<file path="src/rtl/rx_pkg.sv">
// Shared frame layout constants and FSM state type for the RX packet decoder.
package rx_pkg;

  localparam int unsigned START_IDX  = 0;
  localparam int unsigned DATA_LSB   = 1;
  localparam int unsigned DATA_MSB   = 8;
  localparam int unsigned PARITY_IDX = 9;
  localparam int unsigned STOP_IDX   = 10;
  localparam int unsigned PACKET_W   = 11;
  localparam int unsigned BYTE_W     = 8;

  typedef enum logic [1:0] {
    ST_IDLE  = 2'd0,
    ST_CHECK = 2'd1,
    ST_PUSH  = 2'd2
  } state_t;

endpackage

</file>
<file path="src/rtl/rx_byte_fifo.sv">
// Show-ahead byte FIFO with registered head/valid/count; a pop frees a slot for a same-cycle write.
module rx_byte_fifo
  import rx_pkg::*;
#(
  parameter int unsigned DEPTH = 4,
  localparam int unsigned CW   = $clog2(DEPTH) + 1
) (
  input  logic              clk,
  input  logic              rst_n,
  input  logic              wr_i,
  input  logic [BYTE_W-1:0] wdata_i,
  input  logic              rd_i,
  output logic              accept_c_o,
  output logic [BYTE_W-1:0] head_o,
  output logic              valid_o,
  output logic [CW-1:0]     count_o
);

  localparam int unsigned PW = $clog2(DEPTH);

  logic [BYTE_W-1:0] mem_q [DEPTH];
  logic [PW-1:0]     wr_ptr_q, wr_ptr_d;
  logic [PW-1:0]     rd_ptr_q, rd_ptr_d;
  logic [CW-1:0]     count_q, count_d;
  logic [BYTE_W-1:0] head_q, head_d;
  logic              valid_q;
  logic              full, pop, push;

  always_comb begin
    full       = (count_q == CW'(DEPTH));
    pop        = rd_i && (count_q != '0);
    accept_c_o = !full || pop;
    push       = wr_i && accept_c_o;
    wr_ptr_d   = push ? wr_ptr_q + PW'(1) : wr_ptr_q;
    rd_ptr_d   = pop ? rd_ptr_q + PW'(1) : rd_ptr_q;
    count_d    = count_q + CW'(push) - CW'(pop);
    head_d     = '0;
    // A byte written into an otherwise-empty FIFO is the next head; storage is not yet updated.
    if (count_d != '0) begin
      if (push && ((count_q - CW'(pop)) == '0)) head_d = wdata_i;
      else                                      head_d = mem_q[rd_ptr_d];
    end
  end

  always_ff @(posedge clk) begin
    if (push) mem_q[wr_ptr_q] <= wdata_i;
  end

  always_ff @(posedge clk or negedge rst_n) begin
    if (!rst_n) begin
      wr_ptr_q <= '0;
      rd_ptr_q <= '0;
      count_q  <= '0;
      head_q   <= '0;
      valid_q  <= 1'b0;
    end else begin
      wr_ptr_q <= wr_ptr_d;
      rd_ptr_q <= rd_ptr_d;
      count_q  <= count_d;
      head_q   <= head_d;
      valid_q  <= (count_d != '0);
    end
  end

  assign head_o  = head_q;
  assign valid_o = valid_q;
  assign count_o = count_q;

endmodule

</file>
<file path="src/rtl/rx_packet_decoder.sv">
// Decodes 11-bit UART-style frames on a synchronised strobe and queues good bytes.
// Optional feature: define RX_PARITY_CHECK_EN to enable the parity check.
module rx_packet_decoder
  import rx_pkg::*;
#(
  parameter int unsigned PARITY_ODD = 0,
  parameter int unsigned FIFO_DEPTH = 4
) (
  input  logic                        clk,
  input  logic                        reset,
  input  logic [PACKET_W-1:0]         packet,
  input  logic                        packet_completion,
  input  logic                        rd_en,
  output logic [BYTE_W-1:0]           Rx_DATA,
  output logic                        Rx_VALID,
  output logic                        Rx_PERROR,
  output logic                        Rx_FERROR,
  output logic                        overflow,
  output logic [$clog2(FIFO_DEPTH):0] fifo_count
);

  state_t              state_q, state_d;
  logic [2:0]          sync_q;
  logic [PACKET_W-1:0] packet_q, packet_d;
  logic                perr_q, perr_d;
  logic                ferr_q, ferr_d;
  logic                ovf_q, ovf_d;
  logic                rise_c, perr_c, ferr_c, push_c, accept_c;

  // Two synchroniser stages plus one history flop for edge detection.
  always_ff @(posedge clk or negedge reset) begin
    if (!reset) sync_q <= '0;
    else        sync_q <= {sync_q[1:0], packet_completion};
  end

  assign rise_c = sync_q[1] & ~sync_q[2];
  assign ferr_c = (packet_q[START_IDX] != 1'b0) || (packet_q[STOP_IDX] != 1'b1);

`ifdef RX_PARITY_CHECK_EN
  assign perr_c = ((^packet_q[DATA_MSB:DATA_LSB]) ^ packet_q[PARITY_IDX]) != 1'(PARITY_ODD);
`else
  assign perr_c = 1'b0;
  logic unused_parity;
  assign unused_parity = packet_q[PARITY_IDX] ^ 1'(PARITY_ODD);
`endif

  always_comb begin
    state_d  = state_q;
    packet_d = packet_q;
    perr_d   = perr_q;
    ferr_d   = ferr_q;
    ovf_d    = ovf_q;
    push_c   = 1'b0;
    unique case (state_q)
      ST_IDLE: begin
        if (rise_c) begin
          packet_d = packet;
          state_d  = ST_CHECK;
        end
      end
      ST_CHECK: begin
        perr_d  = perr_c;
        ferr_d  = ferr_c;
        state_d = (perr_c || ferr_c) ? ST_IDLE : ST_PUSH;
      end
      ST_PUSH: begin
        push_c  = 1'b1;
        if (!accept_c) ovf_d = 1'b1;
        state_d = ST_IDLE;
      end
      default: state_d = ST_IDLE;
    endcase
  end

  always_ff @(posedge clk or negedge reset) begin
    if (!reset) begin
      state_q  <= ST_IDLE;
      packet_q <= '0;
      perr_q   <= 1'b0;
      ferr_q   <= 1'b0;
      ovf_q    <= 1'b0;
    end else begin
      state_q  <= state_d;
      packet_q <= packet_d;
      perr_q   <= perr_d;
      ferr_q   <= ferr_d;
      ovf_q    <= ovf_d;
    end
  end

  rx_byte_fifo #(
    .DEPTH (FIFO_DEPTH)
  ) u_fifo (
    .clk        (clk),
    .rst_n      (reset),
    .wr_i       (push_c),
    .wdata_i    (packet_q[DATA_MSB:DATA_LSB]),
    .rd_i       (rd_en),
    .accept_c_o (accept_c),
    .head_o     (Rx_DATA),
    .valid_o    (Rx_VALID),
    .count_o    (fifo_count)
  );

  assign Rx_PERROR = perr_q;
  assign Rx_FERROR = ferr_q;
  assign overflow  = ovf_q;

endmodule

</file>
<file path="config.mk">
export PLATFORM = sky130hd
export DESIGN_NAME = rx_packet_decoder
export DESIGN_NICKNAME = d
export VERILOG_FILES = /design/src/rtl/rx_pkg.sv /design/src/rtl/rx_byte_fifo.sv /design/src/rtl/rx_packet_decoder.sv
export SDC_FILE = /design/constraint.sdc
export NUM_CORES = 1
export LEC_CHECK = 0
export ABC_AREA = 1
export CAP_MARGIN = 10
export CORE_MARGIN = 10
export CORE_UTILIZATION = 55
export DETAILED_ROUTE_END_ITERATION = 8
export PLACE_DENSITY = 0.89
export REMOVE_ABC_BUFFERS = 1
export SETUP_SLACK_MARGIN = 0.05
export SYNTH_ARGS = -nofsm -noshare
export SYNTH_HDL_FRONTEND = slang
export SYNTH_HIERARCHICAL = 1
export SYNTH_SLANG_ARGS = --single-unit
</file>
<file path="constraint.sdc">
create_clock -name clk -period 3.1 [get_ports clk]
set_input_delay 0.93 -clock clk [delete_from_list [all_inputs] [get_ports clk]]
set_output_delay 0.93 -clock clk [all_outputs]
set_load 0.05 [all_outputs]
</file>
# [Yosys cells after proc, flatten, opt, wreduce, memory -nomap -nowiden]
# Memory sizes are Yosys's and may differ from the RTL's.
# Index checks and enable logic that the tools add are counted.
# Widths: inputs -> output; s select.
[word_totals] reg_bits=34 mem_bits_rw=32 input_bits=15 output_inout_bits=15 wordCells=45 memories=1
[memory_table] memory="u_fifo.mem_q" depth=4 width=8 rd=1 rd_ports_with_merged_regs=0 write_ports=1 line_no="rx_byte_fifo.sv:21" text="logic [BYTE_W-1:0] mem_q [DEPTH];"
[classes] addsub=5 n_eq_ne=4 mux=9 bitwise=4 n_reduce_logical=12
[op_table] cell="$mux 8" n=2
[op_table] cell="$mux 2" n=3
[op_table] cell="$reduce_bool 3->1" n=2
[op_table] cell="$sub 3x1->3" n=2
[op_table] cell="$add 2x1->2 const B" n=2
[op_table] cell="$pmux 2 s2" n=1
[op_table] cell="$reduce_and 2->1" n=2
[op_table] cell="$add 3x1->3" n=1
[op_table] cell="$eq 3x3->1 const B" n=1
[op_table] cell="$logic_and 1x1->1" n=3
[op_table] cell="$logic_not 3->1" n=1
[op_table] cell="$mux 1" n=3
[op_table] cell="$not 1->1" n=3
[op_table] cell="$eq 2x1->1 const B" n=1
[op_table] cell="$eq 2x2->1 const B" n=1
[op_table] cell="$logic_not 2->1" n=1
[op_table] cell="$logic_or 1x1->1" n=2
[op_table] cell="$ne 2x2->1 const B" n=1
[op_table] cell="$and 1x1->1" n=1
[op_table] cell="$logic_not 1->1" n=1

# [Longest topological paths before layout]
[logic_depth] word_depth=8 depth_mapped=14 mapped_depth_nobuf=14

# [By module]
# Netlist, hierarchy kept.
[modules_own_cells] module="rx_byte_fifo" instances=1 cells_per_inst=189 area_per_inst_um2=2150.8 seq_area_each_um2=1361.3
[modules_own_cells] module="rx_packet_decoder" instances=1 cells_per_inst=67 area_per_inst_um2=655.6 seq_area_each_um2=425.4

# [Worst setup path after synthesis]
# Ideal clock, no wire load.
[synth_timing] path_kind="in2reg" from="in rd_en" to="reg u_fifo.head_q[0], in the netlist u_fifo/head_o[0]" setup_ps=77 arrival_time_ps=2798 required_time_ps=3023 slack_ps=225 stages=13 path_buffers=0 cell_sequence="nor2_2 -> a21boi_4 -> inv_1 -> ha_1 -> inv_1 -> ha_1 -> fa_1 -> xor2_1 -> xor2_1 -> inv_1 -> nand2_2 -> nand2_1 -> a21oi_1"
[synth_via] elab_chain_len=7 elab_cells_between_ends=13 cone_classes="add/sub: 3; mux: 3; reduce/logical: 6; memory: 1"
[synth_lines] item="start, declared" line_no="rx_packet_decoder.sv:13" text="input logic rd_en,"
[synth_lines] item="$logic_and 1x1->1 (*)" line_no="rx_byte_fifo.sv:31" text="pop = rd_i && (count_q != '0);"
[synth_lines] item="$logic_or 1x1->1" line_no="rx_byte_fifo.sv:32" text="accept_c_o = !full || pop;"
[synth_lines] item="$logic_and 1x1->1" line_no="rx_byte_fifo.sv:33" text="push = wr_i && accept_c_o;"
[synth_lines] item="$add 3x1->3" line_no="rx_byte_fifo.sv:36" text="count_d = count_q + CW'(push) - CW'(pop);"
[synth_lines] item="$sub 3x1->3 (*)" line_no="rx_byte_fifo.sv:36"
[synth_lines] item="net u_fifo.count_d[2]" line_no="rx_byte_fifo.sv:24" text="logic [CW-1:0] count_q, count_d;"
[synth_lines] item="$reduce_bool 3->1 (*)" line_no="rx_byte_fifo.sv:39" text="if (count_d != '0) begin"
[synth_lines] item="$mux 8 (*)" line_no="rx_byte_fifo.sv:39"
[synth_lines] item="net u_fifo.head_d[0]" line_no="rx_byte_fifo.sv:25" text="logic [BYTE_W-1:0] head_q, head_d;"
[synth_lines] item="end signal, assigned" line_no="rx_byte_fifo.sv:54" text="head_q <= '0;"
[synth_lines] item="end signal, assigned" line_no="rx_byte_fifo.sv:60" text="head_q <= head_d;"
[synth_lines] item="end, declared" line_no="rx_byte_fifo.sv:25"
# The timed path passes the listed nets; every way through them passes the cells marked *.
# A chain may end at the register's enable or synchronous reset.

# [Final worst setup path]
[layout_timing] from="in rd_en" to="reg u_fifo.head_q[6], in the netlist u_fifo/head_o[6]"
# Same word-level chain as after synthesis.

==> flow_summary.ini <==
[outcome]
status = completed

[floorplanning]
floorplan.initialDensity_pct = 57.9
row_count = 25
die_x_um = 91.4
die_area_um2 = 8360
core_um2 = 4850
fp.dieH_um = 91.4
io_pins = 30

[worst_setup_path]
max_stage_delay_ns = 0.36
path_cells = dlygate4sd2_1 > buf_4 > nand2_4 > inv_1 > ha_1 > inv_1 > ha_2 > fa_2 > xor2_1 > xor2_1 > inv_2 > nand2_4 > nand2_1 > a21oi_2
path_max_fanout = 5
cp.arrival_ns = 3.14
path_class = input port to flip-flop
cp.required_ns = 3.36
cp-end-kind = flip-flop
slowest_stage = fa_2
start_kind = input port

[grt]
grt_pass1_vias = 1993
antenna_found_initial = 0
met2_usage_pct = 21.2
grt_pass1_wl_um = 9180
grt_overflow_total = 0
use_met3_pct = 4.03
grt_usage_pct = 13.7
grt_max_degree = 34
top_usage_layer = met2
grt_util_met1_pct = 15.9

[power]
leakagePower_nw = 1.57
p_total_mw = 3.45
vdd_ir_drop_max_uv = 479
pwr_density_cell_nw_per_um2 = 1010

[placed_design]
numPortBuffers = 27
place_area_um2 = 3180
place.gp.congestion = 0.741
place_hpwl_um = 3560

[hold_path]
hp-class = flip-flop to flip-flop

[detailed_routing]
first_iter_violations = 149
drtPass1Iterations = 6
drtAntennaViolNets = 0
wl_per_cell_um = 14.5
drc = 0
routed_via_density = 5.19
drt-total-wl_um = 5400
dr_total_vias = 1935

[final_layout]
n_antenna_cell = 0
fin_area_um2 = 3430
areaGrowthSynthToFinish_pct = 22.1
drive_above_1_share_pct = 18.0
fin_util_pct = 70.7
fin_nets = 324

[synth]
ys_ff_latch = 65
avgSynthCellArea_um2 = 11.0
syn_area_um2 = 2810
yosys.cell_types.count = 26
yosysWarnings = 6
yosysSeqAreaShare_pct = 63.7
syn_inst = 256

[clocking]
tritoncts = done
cts_buffers = 9
cts-root-buf = clkbuf_8
path_clk_slew_ns = 0.06
htreeDepth = 3
cts_hold_buf = 0
clock_tree.buffer_depth = 2
clk_latency_ns = 0.33
clock-sinks = 65

[timing]
relSlewSlack_pct = 66.6
worst_slew_pin_slew_ns = 0.499
finalClockSkew_ns = 0.00648
rsz0062_at_grt = false
period_needed_ns = 2.87
clock.fmax_mhz = 348
slew_violations = 0
setup_viol = 0
hold_violations = 0
period_share_pct = 92.6

[run]
cap_violations = 0
-- what timing repair did --
action                     in CTS  in global routing
gates resized for setup         9                  0
setup endpoints to repair       9                  0
setup buffers                   2                  0
-- final timing paths --
| path | from | end | slack, ns | cells after the start |
|---|---|---|---|---|
| max in group asynchronous | reset | packet_q[3] | 1.82 | 2 |
| worst min register to register | sync_q[0] | sync_q[1] | 0.35 | 0 |
| min in group asynchronous | reset | packet_q[0] | 0.99 | 2 |
| worst max register to register | state_q[0] | u_fifo/head_o[6] | 0.49 | 13 |
| worst max-delay path | rd_en | u_fifo/head_o[6] | 0.23 | 14 |
| worst min-delay path | sync_q[0] | sync_q[1] | 0.35 | 0 |
-- metal layers --
metal,part of all wire (%),wire length [um]
met5,0,0
met1,41,2190
met3,7.8,422
met2,48,2600
met4,3.3,176
-- cell usage in the layout (no fill, tap or decap) --
master,Yosys,final
edfxtp_1,32,32
fa_2,0,1
bufinv_16,0,2
inv_2,2,4
conb_1,1,1
clkbuf_1,0,4
a21boi_4,1,1
nand2_1,62,62
nand2_4,5,6
dfrtp_1,33,33
or2_2,6,6
dlygate4sd2_1,0,1
ha_1,7,6
a21oi_2,0,2
nor2_4,1,1
inv_1,21,19
nand3_1,44,44
nand2_2,2,2
nor3_1,1,1
nor2_1,9,8
clkinv_2,0,1
nor2_2,3,4
a21o_1,1,1
clkdlybuf4s50_1,0,26
a21oi_1,8,6
buf_4,4,14
ha_2,0,1
clkbuf_8,0,9
xor2_1,3,3
o21ai_0,2,2
nand3_2,1,1
or2_0,2,2
-- critical path: cells and delay by family --
family	cells	cell delay [ns]
adder cells (fa/ha/maj)	3	0.83
buffers and inverters	5	0.63
XOR/XNOR	2	0.39
AND/OR/NAND/NOR	3	0.24
AO/OA/AOI/OAI	1	0.11
-- state kept, by name (all words and copies together) (netlist names), 2 cells and up --
register / cells
state_q: 2
u_fifo/mem_q: 32
u_fifo/rd_ptr_q: 2
u_fifo/count_o: 3
u_fifo/head_o: 8
u_fifo/wr_ptr_q: 2
sync_q: 3
packet_q: 10
-- cell families (layout without fill, tap and decap cells) --
family	Yosys count	in the layout	share of synthesized area, %
AO/OA/AOI/OAI	12	12	2.72
XOR/XNOR	3	3	0.936
adder cells (fa/ha/maj)	8	8	3.83
buffers and inverters	31	80	5.53
flip-flops	65	65	63.7
other	1	1	0.134
AND/OR/NAND/NOR	136	137	23.2
-- stage by stage --
step / hold WS (ns) / std cells / setup TNS [ns] / setup WS, ns
floorplan: 0.331 / 248 / 0 / 0.225
global placement: 0.338 / 354 / -2.52 / -0.297
detailed placement: 0.342 / 354 / -3.41 / -0.412
CTS: 0.356 / 373 / 0 / 0.277
global route: 0.371 / 373 / 0 / 0.0812
finish: 0.352 / 373 / 0 / 0.229
-- cell type report --
| cell class | instances | area, um2 |
|---|---|---|
| Clock buffer | 13 | 139 |
| Sequential cell | 65 | 1790 |
| Tap cell | 67 | 83.8 |
| Timing Repair Buffer | 41 | 374 |
| Inverter | 23 | 86.3 |
| Multi-Input combinational cell | 161 | 891 |
| Fill cell | 355 | 1420 |
| Clock inverter | 3 | 65.1 |
-- where the power goes --
part / internal [mW] / switching (mW) / total (mW)
clock network: 0.453 / 0.292 / 0.745
registers: 1.08 / 0.108 / 1.19
logic: 0.525 / 0.990 / 1.52
total: 2.06 / 1.39 / 3.45
-- synth_stat cells, drive strengths merged --
library cell   n  area [um2]
buf            8        68.8
dfrtp         33         826
nand2         69         302
a21boi         1        18.8
inv           23        86.3
nor2          13        63.8
a21oi          8        40.0
nand3         45         230
a21o           1        7.51
xor2           3        26.3
fa             1        20.0
conb           1        3.75
nor3           1        5.00
ha             7        87.6
or2            8        50.1
o21ai          2        10.0
edfxtp        32         961
Note: power is estimated with default switching activity, not from simulation.
